## src/rtl/rename_rollback_ctrl_pkg.sv

```systemverilog
// Shared types for the rename-stage rollback controller: physical tag layout,
// default ROB depth, rollback state encoding and the CDB ready-bypass helper.
package rename_rollback_ctrl_pkg;

    localparam int ROB_SZ_DEF = 32;
    localparam int PHYS_W     = 6;
    localparam int ARCH_W     = 5;

    typedef struct packed {
        logic [PHYS_W-1:0] phys_reg;
        logic              valid;
        logic              ready;
    } tag_t;

    typedef enum logic [1:0] {
        RB_IDLE = 2'd0,
        RB_WALK = 2'd1,
        RB_DONE = 2'd2
    } rb_state_t;

    // A T_old being restored picks up a completion broadcast in the same cycle,
    // since the ROB copy cannot have seen it yet.
    function automatic tag_t restore_tag(input tag_t told, input tag_t cdb, input logic cdb_en);
        tag_t t;
        t = told;
        if (cdb_en && (cdb.phys_reg == told.phys_reg)) begin
            t.ready = 1'b1;
        end else begin
            t.ready = told.ready;
        end
        return t;
    endfunction

endpackage

```

## src/rtl/rename_rollback_ctrl_chk.sv

```systemverilog
// Protocol checker: a new rollback must not be requested while a walk is in flight.
module rename_rollback_ctrl_chk (
    input logic clock,
    input logic reset,
    input logic rollback_start,
    input logic walk_busy
);

    property p_no_start_while_busy;
        @(posedge clock) disable iff (!reset) !(rollback_start && walk_busy);
    endproperty

    a_no_start_while_busy: assert property (p_no_start_while_busy);

endmodule

```

## src/rtl/rollback_walker.sv

```systemverilog
// Walk sequencer: holds the rollback state, the ROB pointer and the number of
// entries still to undo, and exposes WALK/DONE qualifiers to the top level.
module rollback_walker
    import rename_rollback_ctrl_pkg::*;
#(
    parameter int ROB_SZ = ROB_SZ_DEF,
    parameter int PTR_W  = $clog2(ROB_SZ)
) (
    input  logic             clock,
    input  logic             reset,
    input  logic             start,
    input  logic [PTR_W-1:0] tail_idx,
    input  logic [PTR_W:0]   count,
    output logic             in_walk,
    output logic             in_done,
    output logic [PTR_W-1:0] ptr
);

    rb_state_t        state_r;
    rb_state_t        state_s;
    logic [PTR_W-1:0] ptr_r;
    logic [PTR_W-1:0] ptr_s;
    logic [PTR_W:0]   remaining_r;
    logic [PTR_W:0]   remaining_s;

    // State, pointer and remaining-count registers.
    always_ff @(posedge clock or negedge reset) begin
        if (!reset) begin
            state_r     <= RB_IDLE;
            ptr_r       <= '0;
            remaining_r <= '0;
        end else begin
            state_r     <= state_s;
            ptr_r       <= ptr_s;
            remaining_r <= remaining_s;
        end
    end

    // Next-state logic; the pointer wraps naturally because ROB_SZ is a power of two.
    always_comb begin
        state_s     = state_r;
        ptr_s       = ptr_r;
        remaining_s = remaining_r;
        case (state_r)
            RB_IDLE: begin
                if (start) begin
                    ptr_s       = tail_idx;
                    remaining_s = count;
                    if (count != '0) begin
                        state_s = RB_WALK;
                    end else begin
                        state_s = RB_DONE;
                    end
                end else begin
                    state_s = RB_IDLE;
                end
            end
            RB_WALK: begin
                ptr_s       = ptr_r - PTR_W'(1);
                remaining_s = remaining_r - (PTR_W+1)'(1);
                if (remaining_r <= (PTR_W+1)'(1)) begin
                    state_s = RB_DONE;
                end else begin
                    state_s = RB_WALK;
                end
            end
            RB_DONE: begin
                state_s = RB_IDLE;
            end
            default: begin
                state_s     = RB_IDLE;
                ptr_s       = '0;
                remaining_s = '0;
            end
        endcase
    end

    assign in_walk = (state_r == RB_WALK);
    assign in_done = (state_r == RB_DONE);
    assign ptr     = ptr_r;

endmodule

```

## src/rtl/rename_rollback_ctrl.sv

```systemverilog
// Map-table write-port owner in rename: forwards dispatch renames normally and,
// after a mispredict, walks the ROB youngest-first restoring T_old and freeing T_new.
module rename_rollback_ctrl
    import rename_rollback_ctrl_pkg::*;
#(
    parameter int ROB_SZ = ROB_SZ_DEF,
    parameter int PTR_W  = $clog2(ROB_SZ)
) (
    input  logic              clock,
    input  logic              reset,
    input  logic              disp_valid,
    input  logic [ARCH_W-1:0] disp_arch_idx,
    input  tag_t              disp_tag,
    output logic              disp_stall,
    input  logic              rollback_start,
    input  logic [PTR_W-1:0]  rollback_tail_idx,
    input  logic [PTR_W:0]    rollback_count,
    output logic [PTR_W-1:0]  rob_rd_idx,
    input  logic [ARCH_W-1:0] rob_rd_arch_idx,
    input  tag_t              rob_rd_told,
    input  tag_t              rob_rd_tnew,
    input  logic              rob_rd_has_dest,
    input  tag_t              cdb,
    input  logic              cdb_enable,
    output logic [ARCH_W-1:0] mt_write_idx,
    output tag_t              mt_write_tag,
    output logic              mt_write_en,
    output logic              fl_return_valid,
    output tag_t              fl_return_tag,
    output logic              walk_busy,
    output logic              walk_done
);

    logic             in_walk_s;
    logic             in_done_s;
    logic [PTR_W-1:0] ptr_s;

    rollback_walker #(
        .ROB_SZ (ROB_SZ),
        .PTR_W  (PTR_W)
    ) u_walker (
        .clock    (clock),
        .reset    (reset),
        .start    (rollback_start),
        .tail_idx (rollback_tail_idx),
        .count    (rollback_count),
        .in_walk  (in_walk_s),
        .in_done  (in_done_s),
        .ptr      (ptr_s)
    );

    rename_rollback_ctrl_chk u_chk (
        .clock          (clock),
        .reset          (reset),
        .rollback_start (rollback_start),
        .walk_busy      (walk_busy)
    );

    // Write-port mux and free-list return; everything is forced low while reset is held.
    always_comb begin
        disp_stall      = 1'b0;
        rob_rd_idx      = '0;
        mt_write_idx    = '0;
        mt_write_tag    = '0;
        mt_write_en     = 1'b0;
        fl_return_valid = 1'b0;
        fl_return_tag   = '0;
        walk_busy       = 1'b0;
        walk_done       = 1'b0;
        if (!reset) begin
            disp_stall = 1'b0;
        end else if (in_walk_s) begin
            disp_stall = 1'b1;
            walk_busy  = 1'b1;
            rob_rd_idx = ptr_s;
            if (rob_rd_has_dest) begin
                mt_write_en     = 1'b1;
                mt_write_idx    = rob_rd_arch_idx;
                mt_write_tag    = restore_tag(rob_rd_told, cdb, cdb_enable);
                fl_return_valid = 1'b1;
                fl_return_tag   = rob_rd_tnew;
            end else begin
                mt_write_en = 1'b0;
            end
        end else if (in_done_s) begin
            disp_stall = 1'b1;
            walk_busy  = 1'b1;
            walk_done  = 1'b1;
        end else begin
            // Idle: a dispatch alongside a rollback request is wrong-path and dropped.
            disp_stall = rollback_start;
            if (disp_valid && !rollback_start) begin
                mt_write_en  = 1'b1;
                mt_write_idx = disp_arch_idx;
                mt_write_tag = disp_tag;
            end else begin
                mt_write_en = 1'b0;
            end
        end
    end

endmodule

```

## config.mk

```make
export PLATFORM = sky130hd
export DESIGN_NAME = rename_rollback_ctrl
export DESIGN_NICKNAME = d
export VERILOG_FILES = /design/src/rtl/rename_rollback_ctrl_pkg.sv /design/src/rtl/rename_rollback_ctrl_chk.sv /design/src/rtl/rollback_walker.sv /design/src/rtl/rename_rollback_ctrl.sv
export SDC_FILE = /design/constraint.sdc
export NUM_CORES = 1
export LEC_CHECK = 0
export CAP_MARGIN = 20
export CORE_MARGIN = 2
export CORE_UTILIZATION = 34
export CTS_CLUSTER_SIZE = 14
export DETAILED_ROUTE_END_ITERATION = 8
export PLACE_DENSITY = 0.82
export SLEW_MARGIN = 20
export SYNTH_ARGS = -nofsm -noshare
export SYNTH_HDL_FRONTEND = slang
export SYNTH_SLANG_ARGS = --single-unit
```

## constraint.sdc

```tcl
create_clock -name clock -period 2.8 [get_ports clock]
set_clock_uncertainty 0.05 [all_clocks]
set_input_delay 0.84 -clock clock [delete_from_list [all_inputs] [get_ports clock]]
set_output_delay 0.84 -clock clock [all_outputs]
set_load 0.05 [all_outputs]
```

Yosys cells after proc, flatten, opt, wreduce, memory -nomap -nowiden
Cells that the tools add are included.
Widths: inputs -> output; s select.
Word-level totals
  output and inout bits: 31
  word-level logic and storage cells: 56
  register bits after elaboration: 13
Cells by class
  reduce and logical (&&, ||, !) cells: 6
  bitwise logic cells: 1
  magnitude comparators: 1
  multiplexer cells: 39
  add/subtract/negate cells: 2
  eq/ne operators: 4
Operators with widths (count)
  $mux 8: 8
  $mux 5: 8
  $pmux 6 s3: 1
  $mux 1: 16
  $pmux 5 s3: 1
  $eq 6x6->1: 1
  $le 6x1->1 const B: 1
  $mux 2: 3
  $mux 6: 1
  $reduce_bool 6->1: 1
  $sub 6x1->6 const B: 1
  $sub 5x1->5 const B: 1
  $pmux 2 s2: 1
  $eq 2x1->1 const B: 1
  $eq 2x2->1 const B: 1
  $logic_and 1x1->1: 2
  $logic_not 2->1: 1
  $ne 2x2->1 const B: 1
  $reduce_and 2->1: 1
  $logic_not 1->1: 1
  $not 1->1: 1

Logic depth before layout (Yosys ltp)
  depth after elaboration: 6
  gate-level depth with buffers: 7

By module
From an unflattened synthesis, not the netlist that was laid out.
Unflattened totals
  cells, all modules: 136
  area total of the unflattened synthesis: 1154.9 sq um
Modules (own cells, without submodules)
  rollback_walker: sequential area each 325.3 sq um, area an instance 768.2 sq um, times used 1, cells each 88
  rename_rollback_ctrl: sequential area each 0.0 sq um, area an instance 386.6 sq um, times used 1, cells each 48

Worst setup path before layout
Ideal clock, no wire load.
  path kind: input port to output port
  from: in reset
  to: out mt_write_tag[0] (netlist bit)
  stages on the path: 4
  required time: 1910 ps
  setup slack: -411 ps
  arrival: 2321 ps
  cell sequence: and3_1 clkbuf_1 nand4_1 o21ai_0
RTL lines
  start: declaration: RTL line rename_rollback_ctrl.sv:10  | input logic reset,
  end: declaration: RTL line rename_rollback_ctrl.sv:26  | output tag_t mt_write_tag,

Worst setup path after layout
  from: reg u_walker.state_r[0]
  to: out mt_write_idx[2]
Between the ends
  word-level cells in the longest chain between the ends: 4
  elaborated cells between the ends (all ways): 5
Ends and longest elaborated chain
  start: declaration: RTL line rollback_walker.sv:19  | rb_state_t state_r;
  start signal: assignment: RTL line rollback_walker.sv:33  | state_r <= state_s;
  $eq 2x2->1: RTL line rollback_walker.sv:79  | assign in_done = (state_r == RB_DONE);
  $mux 5: RTL line rename_rollback_ctrl.sv:85  | end else if (in_done_s) begin
  $mux 5 *: RTL line rename_rollback_ctrl.sv:72  | end else if (in_walk_s) begin
  $mux 5 *: RTL line rename_rollback_ctrl.sv:70  | if (!reset) begin
  end: declaration: RTL line rename_rollback_ctrl.sv:25  | output logic [ARCH_W-1:0] mt_write_idx,
Mark *: on every way between the ends. The rest lies on a longest branch, timed or not.

==> results.py <==
metrics = {
    "status": {
        "status": "complete, but fails checks",
        "violations": "negative setup slack",
    },
    "setup_path": {
        "crit_path_cell_trace": "inv_2, ha_4, nand3b_1, nor3_2, buf_4, buf_12, a22o_1, buf_12",
        "regToRegSetupSlack_ns": 0.63,
        "crit_top_cell": "buf_12",
        "start_kind": "flop",
        "path_max_fanout": 5,
        "slowest_stage": "dfrtp_1",
        "required_ns": 1.91,
        "worstSetupEndpointType": "output pin",
        "crit_arrival_ns": 1.92,
        "critPathKind": "reg2out",
        "cp_top_family": "buffers and inverters",
        "cp_slowest_stage_delay_ns": 0.39,
        "crit_buf_inv": 4,
    },
    "global_route": {
        "grt_usage_pct": 27.09,
        "grt_remaining_overflow": 0,
        "antenna_found_initial": 0,
        "grt_max_degree": 22,
        "grt_pass1_wl_mm": 8.307,
        "grt_pass1_vias": 1524,
    },
    "floorplanning": {
        "dieHeight_um": 62.63,
        "die_area_mm2": 0.003922,
        "initial_core_util_pct": 35.30,
        "core_region_area_mm2": 0.003311,
        "die_w_um": 62.63,
        "core.rowCount": 21,
        "io-pin-count": 90,
    },
    "run": {
        "drv_cap": 0,
    },
    "placement": {
        "place.gp.congestion": 0.8621,
        "dp.cells": 283,
        "dp_slack_ns": -0.3619,
        "postPlaceCellArea_mm2": 0.002486,
        "dp_hpwl_mm": 4.128,
        "io_buffer_count": 87,
    },
    "clock_network": {
        "tritoncts.num_buffers": 3,
        "clk_latency_ns": 0.27,
        "htree_levels": 1,
        "cts_sinks": 13,
        "hold_buffers": 0,
        "clk_pin_slew_ns": 0.08,
        "clockBufferDepth": 2,
        "clock-root-buffer": "clkbuf_4",
        "cts_tree": "done",
    },
    "timing": {
        "final-setup-viol-count": 1,
        "max_slew_margin_pct": 71.08,
        "final_hold_viol_count": 0,
        "period_minus_slack_ns": 2.815,
        "whs_ns": 0.5126,
        "rsz0062_at_grt": "true",
        "maxSlewViolCount": 0,
        "timing.final.crit_share_pct": 100.5,
        "layout_setup_ws_ns": -0.01498,
        "fmax_mhz": 355.2,
        "tightest_slew_ns": 0.4338,
        "setup_tns_ns": -0.01498,
    },
    "detailed_routing": {
        "initialDrtViolationCount": 78,
        "viasPerCell": 5.419,
        "firstDrtPassIters": 4,
        "drcViolationCount": 0,
        "routed_wirelength_mm": 5.915,
        "wire_per_inst_um": 19.98,
        "vias": 1604,
        "drt.antenna.violating_nets": 0,
    },
    "cells_and_area": {
        "design_area_mm2": 0.002650,
        "syn2layout_area_growth_pct": 126.8,
        "drive_gt1_share_pct": 32.40,
        "final_util_pct": 80.05,
        "final_cells": 296,
        "diodes": 0,
        "nets": 317,
    },
    "synthesis": {
        "yosys.cell_count.top_type": "nand2_1",
        "seq_area_frac_synth_pct": 27.84,
        "ys_types": 34,
        "syn_area_per_cell_um2": 8.004,
        "synth_edf_count": 0,
        "yosysWarningCount": 0,
        "synth_area_mm2": 0.001169,
        "syn_inst": 146,
        "synth.area.top_cells": "dfrtp_1, a22o_1, ha_1",
        "synthTopCellsByCount": "nand2_1, dfrtp_1, a22o_1",
        "synthFlopType": "dfrtp_1",
        "synth_top_cell_by_area": "dfrtp_1",
        "yosysTopAreaCellShare_pct": 27.84,
        "synthArstFlopShare_pct": 100.0,
        "synth_fp_nets": 212,
        "ys_seq_elements": 13,
    },
    "power": {
        "peakVddDrop_mv": 0.5269,
        "p_per_area_mw_per_mm2": 786.6,
        "power.total_mw": 2.085,
        "p_leak_nw": 1.187,
    },
    "hold_path": {
        "hp-class": "reg2reg",
    },
}
## layout by cell type, fill, tap and decap left out, drive strengths merged, types with 2 or more instances in the layout
cell type	netlist	final
buf	5	55
clkdlybuf4s50	0	40
nand2	15	15
dlygate4sd2	0	13
dfrtp	13	13
a22o	12	12
and2	10	10
o21ai	9	9
inv	8	8
and3	8	8
nor2	7	7
ha	7	7
xnor2	6	6
nand3	5	5
a21oi	5	5
nand4	4	4
nand2b	4	4
nor3	4	4
clkbuf	4	4
a221oi	2	2
nand4b	2	2
o311ai	2	2
a221o	2	2
## worst min-delay path, delay by kind of cell, from the launching register on
family	cells	cell delay, ns
flops	1	0.38
simple gates	1	0.08
compound gates	1	0.08
## final timing paths
kind	startpoint	end	depth (start not counted)
setup / recovery	u_walker.state_r[0]$_DFF_PN0_	mt_write_idx[2]	8
hold / removal	u_walker.ptr[4]$_DFFE_PN0P_	u_walker.ptr[4]$_DFFE_PN0P_	2
setup reg to reg	u_walker.state_r[0]$_DFF_PN0_	u_walker.remaining_r[2]$_DFFE_PN0P_	6
hold reg to reg	u_walker.ptr[4]$_DFFE_PN0P_	u_walker.ptr[4]$_DFFE_PN0P_	2
max in group asynchronous	reset	u_walker.ptr[3]$_DFFE_PN0P_	2
min in group asynchronous	reset	u_walker.ptr[2]$_DFFE_PN0P_	2
## flip-flops by register name (all words and copies together) (netlist names)
name	flops
u_walker.remaining_r	6
u_walker.ptr	5
u_walker.state_r	2
## cell families after synthesis
family | synth area share [%]
AOI/OAI and AO/OA | 23.88
xor gates and xnor gates | 4.497
adders and majority gates | 7.494
buffers and inverters | 6.210
DFF | 27.84
and+or+nand+nor | 30.09
## power by group
part | total, mW | switching, mW | leakage (nW) | internal, mW
Combinational | 1.59 | 0.846 | 1.01 | 0.747
Clock | 0.115 | 0.0598 | 0.0150 | 0.0551
Sequential | 0.377 | 0.0922 | 0.160 | 0.284
Total | 2.08 | 0.998 | 1.19 | 1.09
## routing by layer
metal	track usage, %	vias up	wire length [um]
met2	46.64	72	2916
met1	34.83	774	2458
met5	0	-	0
met4	6.389	0	128
li1	-	745	-
met3	5.405	13	412
## final cells by class
| cell class | count | area (um^2) |
|---|---|---|
| inverters | 8 | 30.03 |
| flip-flops and latches | 13 | 325.3 |
| multi-input cells | 116 | 870.8 |
| clock buffers | 4 | 26.28 |
| repair buffers | 109 | 1340 |
| well taps | 46 | 57.56 |
| fillers | 201 | 660.6 |
## timing repair
action,in CTS,in global routing
pin swaps,11,10
resized for setup,33,9
endpoints found under the setup margin,31,14
cloned,1,0
buffers inserted,3,5
No activity file was read; power rests on OpenSTA's default activity.
